[src/rtl/change_dispenser.sv]
// change_dispenser: coin-output sequencer for the vending machine.
// Accepts a change amount in quarters over a req/ready handshake. It pays the
// change as timed pulses on the half-dollar and quarter eject lines, largest
// coin first, with a low gap after each pulse. It then strobes done for one
// cycle.
module change_dispenser #(
  parameter int AMT_W        = 3,
  parameter int PULSE_CYCLES = 4,
  parameter int GAP_CYCLES   = 2
) (
  input  logic             CLK,
  input  logic             RES,
  input  logic             req,
  input  logic [AMT_W-1:0] amount_q,
  output logic             ready,
  output logic             busy,
  output logic             halfDollar_out,
  output logic             quarter_out,
  output logic             done,
  output logic [AMT_W-1:0] remaining_q
);

  typedef enum logic [1:0] {
    S_IDLE,
    S_PULSE,
    S_GAP,
    S_DONE
  } state_t;

  // The timer must be wide enough to reach the longer of the two phases.
  localparam int TMAX = (PULSE_CYCLES > GAP_CYCLES) ? PULSE_CYCLES : GAP_CYCLES;
  localparam int TW   = (TMAX > 1) ? $clog2(TMAX) : 1;

  localparam logic [TW-1:0] PULSE_LAST = TW'(PULSE_CYCLES - 1);
  localparam logic [TW-1:0] GAP_LAST   = TW'(GAP_CYCLES - 1);

  state_t           r_state;
  logic [TW-1:0]    r_timer;
  logic [AMT_W-1:0] r_remaining;
  logic             r_ready;
  logic             r_busy;
  logic             r_half;
  logic             r_quarter;
  logic             r_done;

  // The coin value the current pulse pays off, in quarters.
  logic [AMT_W-1:0] w_coin_value;
  assign w_coin_value = r_half ? AMT_W'(2) : AMT_W'(1);

  // Single-process sequencer. State, timer and all outputs are updated together.
  // NOTE: sequential state uses non-blocking assignments only, so every
  // right-hand side below reads the value from before the clock edge.
  always_ff @(posedge CLK) begin
    if (!RES) begin
      // NOTE: reset is synchronous. It abandons any dispense in progress, so
      // no partial pulse continues past the reset edge.
      r_state     <= S_IDLE;
      r_timer     <= '0;
      r_remaining <= '0;
      r_ready     <= 1'b1;
      r_busy      <= 1'b0;
      r_half      <= 1'b0;
      r_quarter   <= 1'b0;
      r_done      <= 1'b0;
    end else begin
      case (r_state)
        S_IDLE: begin
          r_done <= 1'b0;
          if (req) begin
            r_ready <= 1'b0;
            r_timer <= '0;
            if (amount_q == '0) begin
              r_state <= S_DONE;
              r_done  <= 1'b1;
              r_busy  <= 1'b0;
            end else begin
              // Pick the largest coin that does not overpay.
              r_state     <= S_PULSE;
              r_busy      <= 1'b1;
              r_remaining <= amount_q;
              r_half      <= (amount_q > AMT_W'(1));
              r_quarter   <= !(amount_q > AMT_W'(1));
            end
          end
        end

        S_PULSE: begin
          if (r_timer == PULSE_LAST) begin
            r_state     <= S_GAP;
            r_timer     <= '0;
            r_half      <= 1'b0;
            r_quarter   <= 1'b0;
            r_remaining <= r_remaining - w_coin_value;
          end else begin
            r_timer <= r_timer + 1'b1;
          end
        end

        S_GAP: begin
          if (r_timer == GAP_LAST) begin
            r_timer <= '0;
            if (r_remaining != '0) begin
              r_state   <= S_PULSE;
              r_half    <= (r_remaining > AMT_W'(1));
              r_quarter <= !(r_remaining > AMT_W'(1));
            end else begin
              r_state <= S_DONE;
              r_busy  <= 1'b0;
              r_done  <= 1'b1;
            end
          end else begin
            r_timer <= r_timer + 1'b1;
          end
        end

        S_DONE: begin
          r_state <= S_IDLE;
          r_done  <= 1'b0;
          r_ready <= 1'b1;
        end

        default: begin
          r_state <= S_IDLE;
          r_ready <= 1'b1;
          r_busy  <= 1'b0;
          r_done  <= 1'b0;
        end
      endcase
    end
  end

  assign ready          = r_ready;
  assign busy           = r_busy;
  assign halfDollar_out = r_half;
  assign quarter_out    = r_quarter;
  assign done           = r_done;
  assign remaining_q    = r_remaining;

endmodule

[config.mk]
export PLATFORM = sky130hd
export DESIGN_NAME = change_dispenser
export DESIGN_NICKNAME = d
export VERILOG_FILES = /design/src/rtl/change_dispenser.sv
export SDC_FILE = /design/constraint.sdc
export NUM_CORES = 1
export LEC_CHECK = 0
export BUFFER_PORTS_ARGS = -buffer_cell sky130_fd_sc_hd__buf_2
export CAP_MARGIN = 20
export CORE_MARGIN = 1.5
export CORE_UTILIZATION = 58
export DETAILED_ROUTE_END_ITERATION = 8
export PLACE_DENSITY = 0.84
export SLEW_MARGIN = 15
export SYNTH_ARGS = -nofsm -noshare
export SYNTH_HDL_FRONTEND = slang
export SYNTH_SLANG_ARGS = --single-unit
[constraint.sdc]
create_clock -name CLK -period 4.36 [get_ports CLK]
set_input_delay 0.654 -clock CLK [delete_from_list [all_inputs] [get_ports CLK]]
set_output_delay 0.654 -clock CLK [all_outputs]
set_load 0.01 [all_outputs]
==> Word level (Yosys, flattened, before mapping) <==
Index checks and enable logic that the tools add are counted.
{ "classes": {"add_sub_neg": 2, "order_cmp": 2, "n_eq_ne": 11, "n_mux": 38, "n_reduce_logical": 17} }
{ "ops": {"columns": ["cell", "n"], "rows": [
  ["$mux W1", 18],
  ["$mux W2", 9],
  ["$ne A2 B2 Y1 const B", 6],
  ["$mux W3", 3],
  ["$pmux W1 S3", 3],
  ["$reduce_bool A3 Y1", 3],
  ["$pmux W2 S4", 1],
  ["$reduce_and A4 Y1", 2],
  ["$eq A2 B2 Y1 const B", 3],
  ["$gt A3 B1 Y1 const B", 2],
  ["$pmux W2 S3", 1],
  ["$pmux W3 S2", 1],
  ["$reduce_and A3 Y1", 2],
  ["$reduce_and A6 Y1", 1],
  ["$reduce_bool A2 Y1", 3],
  ["$eq A2 B1 Y1 const B", 2],
  ["$pmux W1 S2", 2],
  ["$reduce_and A2 Y1", 2],
  ["$logic_not A3 Y1", 1],
  ["$sub A3 B2 Y3", 1],
  ["$add A2 B1 Y2 const B", 1],
  ["$logic_not A1 Y1", 2],
  ["$logic_not A2 Y1", 1]
]} }
{ "word_totals": {"ff_bits": 12, "inputBits": 6, "out_inout_bits": 8, "word_cells": 78} }

==> Longest topological paths before layout <==
Gate-level depths: netlist of the first run.
{ "logic_depth": {"depth_word": 5, "mapped_depth": 7, "mapped_depth_nobuf": 6} }

==> Worst setup path after synthesis of the first run <==
Ideal clock, no wire load.
{ "synth_timing": {"kind": "register -> register", "from": "register r_state[0]", "to": "register r_quarter, in the netlist quarter_out", "setup_ps": 70, "arrival_ps": 1678, "t_required_ps": 4290, "setup_slack_ps": 2612, "stages_incl_launch_ff": 7, "n_path_buf": 0, "period_less_slack_ps": 1748, "cell_sequence": "dfxtp_1 inv_1 ha_1 nor2b_1 or3_1 or3_1 a21boi_1"} }
{ "synth_between": {"elab_chain_cells": 3, "elab_cells_between_ends": 11, "cone_classes": "eq/ne: 7; mux: 1; reduce/logical: 3"} }
{ "synth_lines": {"columns": ["element", "line_no", "source"], "rows": [
  ["from (decl)", "37", "state_t r_state;"],
  ["from (signal assigned)", "57", "r_state <= S_IDLE;"],
  ["from (signal assigned)", "73", "r_state <= S_DONE;"],
  ["from (signal assigned)", "78", "r_state <= S_PULSE;"],
  ["$eq A2 B2 Y1 (tied with other cells)", "66", "case (r_state)"],
  ["$ne A2 B2 Y1 (no line) or $reduce_bool A3 Y1 (tied branches)", null, null],
  ["$reduce_and A6 Y1 (no line)", null, null],
  ["to (signal assigned)", "82", "r_quarter <= !(amount_q > AMT_W'(1));"],
  ["to (signal assigned)", "105", "r_quarter <= !(r_remaining > AMT_W'(1));"],
  ["to (decl)", "43", "logic r_quarter;"]
]} }
Parallel ways exist; a longest one is shown, timed or not.
A chain may end at the register's enable or synchronous reset.

==> Final worst setup path of the first run <==
Same ends and word-level chain as after synthesis.

==> impl_metrics.py, run 1 <==
metrics = {
    "routing": {
        "wire_per_inst_um": 14.6,
        "routed_wl_um": 1930,
        "antenna_left": 0,
        "drt_iter0_drc": 41,
        "via_per_inst": 6.36,
        "via_count": 840,
        "dr.pass1.iters": 6,
        "drcViolationCount": 0,
    },
    "sta": {
        "fin_skew_ns": 0.00136,
        "max_freq_ghz": 0.506,
        "slew_viol_final": 0,
        "setup_tns_ns": 0,
        "setup_violations": 0,
        "finalCritPeriodShare_pct": 45.3,
        "rsz0062_at_grt": "no",
        "worstMarginPinSlew_ns": 0.504,
        "slew_headroom_pct": 66.1,
        "min_period_ns": 1.97,
        "hold_violations": 0,
    },
    "pwr": {
        "p_leak_uw": 0.000428,
        "powerDensity_nw_per_um2": 712,
        "ir_worst_vdd_mv": 0.412,
    },
    "layout": {
        "final_util_pct": 72.0,
        "drive_gt1_share_pct": 17.1,
        "regArea_sq_um": 240,
        "multi_input_area_sq_um": 566,
        "final_cells": 132,
        "area_delta_synth_final_pct": 11.8,
        "nNetsFinal": 135,
        "antenna_cells": 0,
        "nFillCells": 105,
    },
    "floorplanning": {
        "die_x_um": 41.5,
        "die-area_sq_um": 1720,
        "start_util_pct": 64.4,
        "die_h_um": 41.5,
        "fp.coreArea_sq_um": 1330,
        "rows": 13,
        "io_pins": 14,
    },
    "cts": {
        "cts.sinks": 12,
        "root_buffer": "clkbuf_4",
        "cts_max_level": 1,
        "ctsHoldBuffers": 0,
        "cts_made_buffers": 3,
        "post_cts_buffers": 0,
        "insertion_delay_ns": 0.27,
        "cts_tree": "yes",
        "path_clk_slew_ns": 0.08,
        "clk_path_buf_depth": 2,
        "cts_resized": 0,
    },
    "grt": {
        "track_usage_pct": 22.4,
        "grt_pass1_vias": 750,
        "grt_max_degree": 18,
        "globalRouteOverflowTotal": 0,
        "antenna_found_initial": 0,
        "grt_pass1_wl_um": 3000,
    },
    "setup_path": {
        "path_buf_inv": 1,
        "slowest_delay_ns": 0.41,
        "cp.arrival_ns": 2.18,
        "start_kind": "register",
        "crit_chain": "inv_1 > ha_1 > nor4b_1 > or3_1 > or3_1 > a21boi_1",
        "path_class": "register to register",
        "critPathRequiredTime_ns": 4.57,
        "r2r_slack_ns": 2.39,
        "slowest_stage": "dfxtp_1",
        "crit_family": "simple AND/OR/NAND/NOR gates",
        "crit_top_cell": "or3_1",
        "endpoint_kind": "register",
        "cp_max_fo": 7,
    },
    "synthesis": {
        "syn_nets": 120,
        "avgSynthCellArea_sq_um": 8.33,
        "netlist_instances": 103,
        "ys_top_cells_by_count": "12 x dfxtp_1, 10 x ha_1, 10 x nand2_1",
        "ys_ff_latch": 12,
        "yosys-top-cells-area": "dfxtp_1 28%, ha_1 15%, o21ai_0 5.2%",
        "synth_top_area_share_pct": 28.0,
        "yosysSeqAreaShare_pct": 28.0,
        "synth_cell_type_count": 34,
        "synth_edf_count": 0,
        "yosys_warnings": 0,
        "syn_area_sq_um": 858,
        "ys.flop_type": "dfxtp_1",
        "synth_area_leader_cell": "dfxtp_1",
        "synth.most_common_cell": "dfxtp_1",
        "synthArstFlopShare_pct": 0,
    },
    "placement": {
        "gp_congestion": 0.891,
        "hpwl_um": 1410,
        "dp.cells": 128,
        "portBuffers": 13,
    },
    "job": {
        "maxCapViolCount": 0,
    },
    "min_path": {
        "hold_class": "register to register",
    },
    "outcome": {
        "status": "finished, final reports clean",
    },
}
worst reg2reg max path, cell delays in order (launching register included):
cell and delay [ns]:
dfxtp_1 0.41, inv_1 0.13, ha_1 0.31, nor4b_1 0.19, or3_1 0.37, or3_1 0.36, a21boi_1 0.14
per-stage QoR:
| step | instance area (sq um) | setup slack, ns | hold WS, ns | power, uW |
|---|---|---|---|---|
| 6_report | 960 | 2.39 | 0.488 | 683 |
| 5_1_grt | 960 | 2.33 | 0.491 | 735 |
| 4_1_cts | 960 | 2.41 | 0.484 | 678 |
| 3_5_place_dp | 923 | 2.43 | 0.472 | 581 |
| 3_3_place_gp | 923 | 2.46 | 0.467 | 574 |
| 2_1_floorplan | 858 | 2.61 | 0.484 | 488 |
final cells by class:
cell class                 instances  share of cell area [%]
multi-input combinational         79                    58.9
timing repair buffer              13                    6.78
tap                               15                    1.96
clock buffer                       4                    3.78
inverter                           9                    3.52
sequential                        12                    25.0
report_power, final:
group / total [uW] / internal, uW / switching [uW]
registers: 192 / 151 / 41.4
logic: 401 / 170 / 231
clock network: 90.3 / 50.7 / 39.5
total: 683 / 371 / 312
flip-flops by register name, indices dropped and copies added (netlist names):
name	count
halfDollar_out	1
r_state	2
remaining_q	3
quarter_out	1
busy	1
r_timer	2
ready	1
done	1
final timing paths:
kind | from | endpoint | cells after the start
hold / removal | quarter_out$_SDFFE_PN0P_ | quarter_out$_SDFFE_PN0P_ | 2
setup reg to reg | r_state[0]$_SDFFE_PN0P_ | quarter_out$_SDFFE_PN0P_ | 6
hold reg to reg | quarter_out$_SDFFE_PN0P_ | quarter_out$_SDFFE_PN0P_ | 2
setup / recovery | r_state[0]$_SDFFE_PN0P_ | quarter_out$_SDFFE_PN0P_ | 6
logic make-up (layout without fill, tap and decap cells):
| kind of cell | after synthesis | count (layout) | synth area share [%] |
|---|---|---|---|
| AO/OA/AOI/OAI | 28 | 28 | 22.3 |
| adder cells (fa/ha/maj) | 11 | 11 | 16.9 |
| buffers and inverters | 12 | 26 | 6.12 |
| flip-flops | 12 | 12 | 28.0 |
| multiplexers | 3 | 3 | 3.50 |
| AND/OR/NAND/NOR | 37 | 37 | 23.2 |
layout by cell type, fill, tap and decap left out:
| cell type | Yosys | routed |
|---|---|---|
| nand2b_1 | 1 | 1 |
| a211o_1 | 1 | 1 |
| nor2b_1 | 3 | 3 |
| nor2_1 | 9 | 9 |
| nand2_1 | 10 | 10 |
| o31ai_1 | 1 | 1 |
| a22o_1 | 1 | 1 |
| o311a_1 | 1 | 1 |
| o21a_1 | 1 | 1 |
| o41ai_1 | 1 | 1 |
| o2111ai_1 | 1 | 1 |
| clkbuf_8 | 0 | 1 |
| a21boi_0 | 2 | 2 |
| o311ai_0 | 2 | 2 |
| nor3_1 | 4 | 4 |
| ha_1 | 10 | 10 |
| o31a_1 | 1 | 1 |
| a31oi_1 | 2 | 2 |
| fa_1 | 1 | 1 |
| dfxtp_1 | 12 | 12 |
| nor4b_1 | 1 | 1 |
| or3_1 | 3 | 3 |
| buf_2 | 0 | 13 |
| and2b_1 | 1 | 1 |
| a21oi_1 | 1 | 1 |
| nor2b_4 | 2 | 2 |
| a21boi_1 | 1 | 1 |
| inv_1 | 9 | 9 |
| mux2i_1 | 3 | 3 |
| o22ai_1 | 2 | 2 |
| nand3_1 | 2 | 2 |
| or4b_2 | 1 | 1 |
| o211ai_1 | 1 | 1 |
| clkbuf_4 | 0 | 3 |
| o21ai_0 | 9 | 9 |
metal layers:
layer,routed length [um],track usage (%),vias to the layer above
met5,0,0,-
met4,71,16.8,0
met3,78,3.91,10
met2,928,37.2,37
met1,848,25.4,398
li1,-,-,395
Note: power is estimated with default switching activity, not from simulation.
==> inputs of run 2 (changes only) <==
- CORE_UTILIZATION: 58 -> 54
- PLACE_DENSITY: 0.84 -> 0.79
- clock period: 4.36 -> 1.87 ns (I/O delays scaled with it)
==> impl_metrics.py, run 2 (synthesized netlist as in run 1, its figures left out) <==
metrics = {
    "setup_path": {
        "cp.arrival_ns": 2.02,
        "critPathRequiredTime_ns": 2.08,
        "path_class": "register to register",
        "cp_max_fo": 7,
        "slowest_stage": "or3_1",
        "endpoint_kind": "register",
        "crit_chain": "inv_1 > ha_2 > nor2b_4 > a211o_4 > or3_1 > a21boi_1",
        "start_kind": "register",
        "slowest_delay_ns": 0.39,
    },
    "sta": {
        "worstMarginPinSlew_ns": 0.382,
        "setup_violations": 0,
        "setup_tns_ns": 0,
        "fin_skew_ns": 0.00780,
        "hold_violations": 0,
        "timing.hold.ws_ns": 0.306,
        "finalCritPeriodShare_pct": 96.5,
        "slew_viol_final": 0,
        "min_period_ns": 1.80,
        "slew_headroom_pct": 74.2,
        "max_freq_ghz": 0.554,
    },
    "layout": {
        "area_delta_synth_final_pct": 18.7,
        "nNetsFinal": 140,
        "largest_reg_flops": 3,
        "drive_gt1_share_pct": 24.6,
        "antenna_cells": 0,
        "regArea_sq_um": 241,
        "fin_area_sq_um": 1020,
        "multi_input_area_sq_um": 584,
        "nFillCells": 117,
        "layout_commonest_cell": "buf_2",
        "final_cell_mix": "13 x buf_2, 11 x dfxtp_1, 10 x nand2_1",
    },
    "routing": {
        "drt_iter0_drc": 26,
        "drcViolationCount": 0,
        "via_per_inst": 6.05,
        "routed_wl_um": 2060,
        "antenna_left": 0,
        "dr.pass1.iters": 4,
        "wire_per_inst_um": 14.9,
        "via_count": 835,
    },
    "cts": {
        "insertion_delay_ns": 0.28,
        "clk_path_buf_depth": 2,
        "post_cts_buffers": 0,
        "path_clk_slew_ns": 0.09,
        "cts_made_buffers": 3,
        "root_buffer": "clkbuf_4",
        "ctsHoldBuffers": 0,
        "cts_tree": "yes",
        "cts_max_level": 1,
        "cts.sinks": 12,
    },
    "floorplanning": {
        "die_x_um": 42.9,
        "fp.coreArea_sq_um": 1490,
        "io_pins": 14,
        "start_util_pct": 57.6,
        "rows": 14,
        "die_h_um": 42.9,
        "die-area_sq_um": 1840,
    },
    "pwr": {
        "p_leak_uw": 0.000452,
        "powerDensity_nw_per_um2": 1690,
        "ir_worst_vdd_mv": 1.04,
    },
    "placement": {
        "hpwl_um": 1470,
        "portBuffers": 13,
        "place_area_sq_um": 962,
        "gp_congestion": 0.858,
    },
    "grt": {
        "grt_pass1_vias": 768,
        "antenna_found_initial": 0,
        "globalRouteOverflowTotal": 0,
        "track_usage_pct": 24.9,
        "grt_max_degree": 18,
        "grt_pass1_wl_um": 3380,
    },
    "min_path": {
        "hold_class": "primary input to register",
    },
    "job": {
        "maxCapViolCount": 0,
    },
    "outcome": {
        "status": "finished, final reports clean",
    },
}
==> run 2: per-layer routing <==
| layer | track usage, % | up-vias | wire length [um] |
|---|---|---|---|
| met2 | 41.5 | 35 | 997 |
| met5 | 0 | - | 0 |
| met1 | 31.2 | 384 | 883 |
| met4 | 11.3 | 0 | 67 |
| met3 | 3.83 | 10 | 110 |
| li1 | - | 406 | - |
==> run 2: what timing repair did <==
action / 4_1_cts / 5_1_grt
gates resized for setup: 1 / 5
endpoints found under the setup margin: 2 / 3
gates cloned: 0 / 0
==> run 2: critical path, delay by kind of cell, from the launching register on <==
family / cells / cell delay [ns]
AO/OA/AOI/OAI: 2 / 0.48
buffers and inverters: 1 / 0.11
adder cells (fa/ha/maj): 1 / 0.22
AND/OR/NAND/NOR: 2 / 0.55
flip-flops: 1 / 0.38
==> run 2: path summary, 6_finish.rpt <==
| path | from | to | slack, ns | cells after the start |
|---|---|---|---|---|
| setup / recovery | r_state[1]$_SDFFE_PN0P_ | quarter_out$_SDFFE_PN0P_ | 0.07 | 6 |
| hold / removal | RES | ready$_SDFFE_PN1P_ | 0.31 | 2 |
| setup reg to reg | r_state[1]$_SDFFE_PN0P_ | quarter_out$_SDFFE_PN0P_ | 0.07 | 6 |
| hold reg to reg | quarter_out$_SDFFE_PN0P_ | quarter_out$_SDFFE_PN0P_ | 0.48 | 2 |
==> run 2: layout make-up <==
| class | instances | area share, % |
|---|---|---|
| multi-input combinational | 79 | 57.4 |
| sequential | 12 | 23.7 |
| timing repair buffer | 18 | 10.1 |
| clock buffer | 4 | 3.56 |
| inverter | 9 | 3.32 |
| tap | 16 | 1.97 |
==> run 2: through the flow <==
| stage | util [%] | cells | worst slack (ns) | total power, uW |
|---|---|---|---|---|
| final | 68.4 | 138 | 0.0661 | 1720 |
| after detailed placement | 64.6 | 134 | 0.0192 | 1430 |
| after global placement | 64.6 | 134 | 0.0904 | 1390 |
| after global routing | 68.4 | 138 | -0.00758 | 1860 |
| after CTS | 67.1 | 138 | 0.0458 | 1650 |
| after floorplan | - | 103 | 0.122 | 1140 |
==> run 2: where the power goes <==
part           switching (uW)  internal, uW  leakage, uW  total (uW)
logic                     573           483     0.000332        1060
registers                99.7           353    0.0000990         453
clock network            97.6           119    0.0000210         216
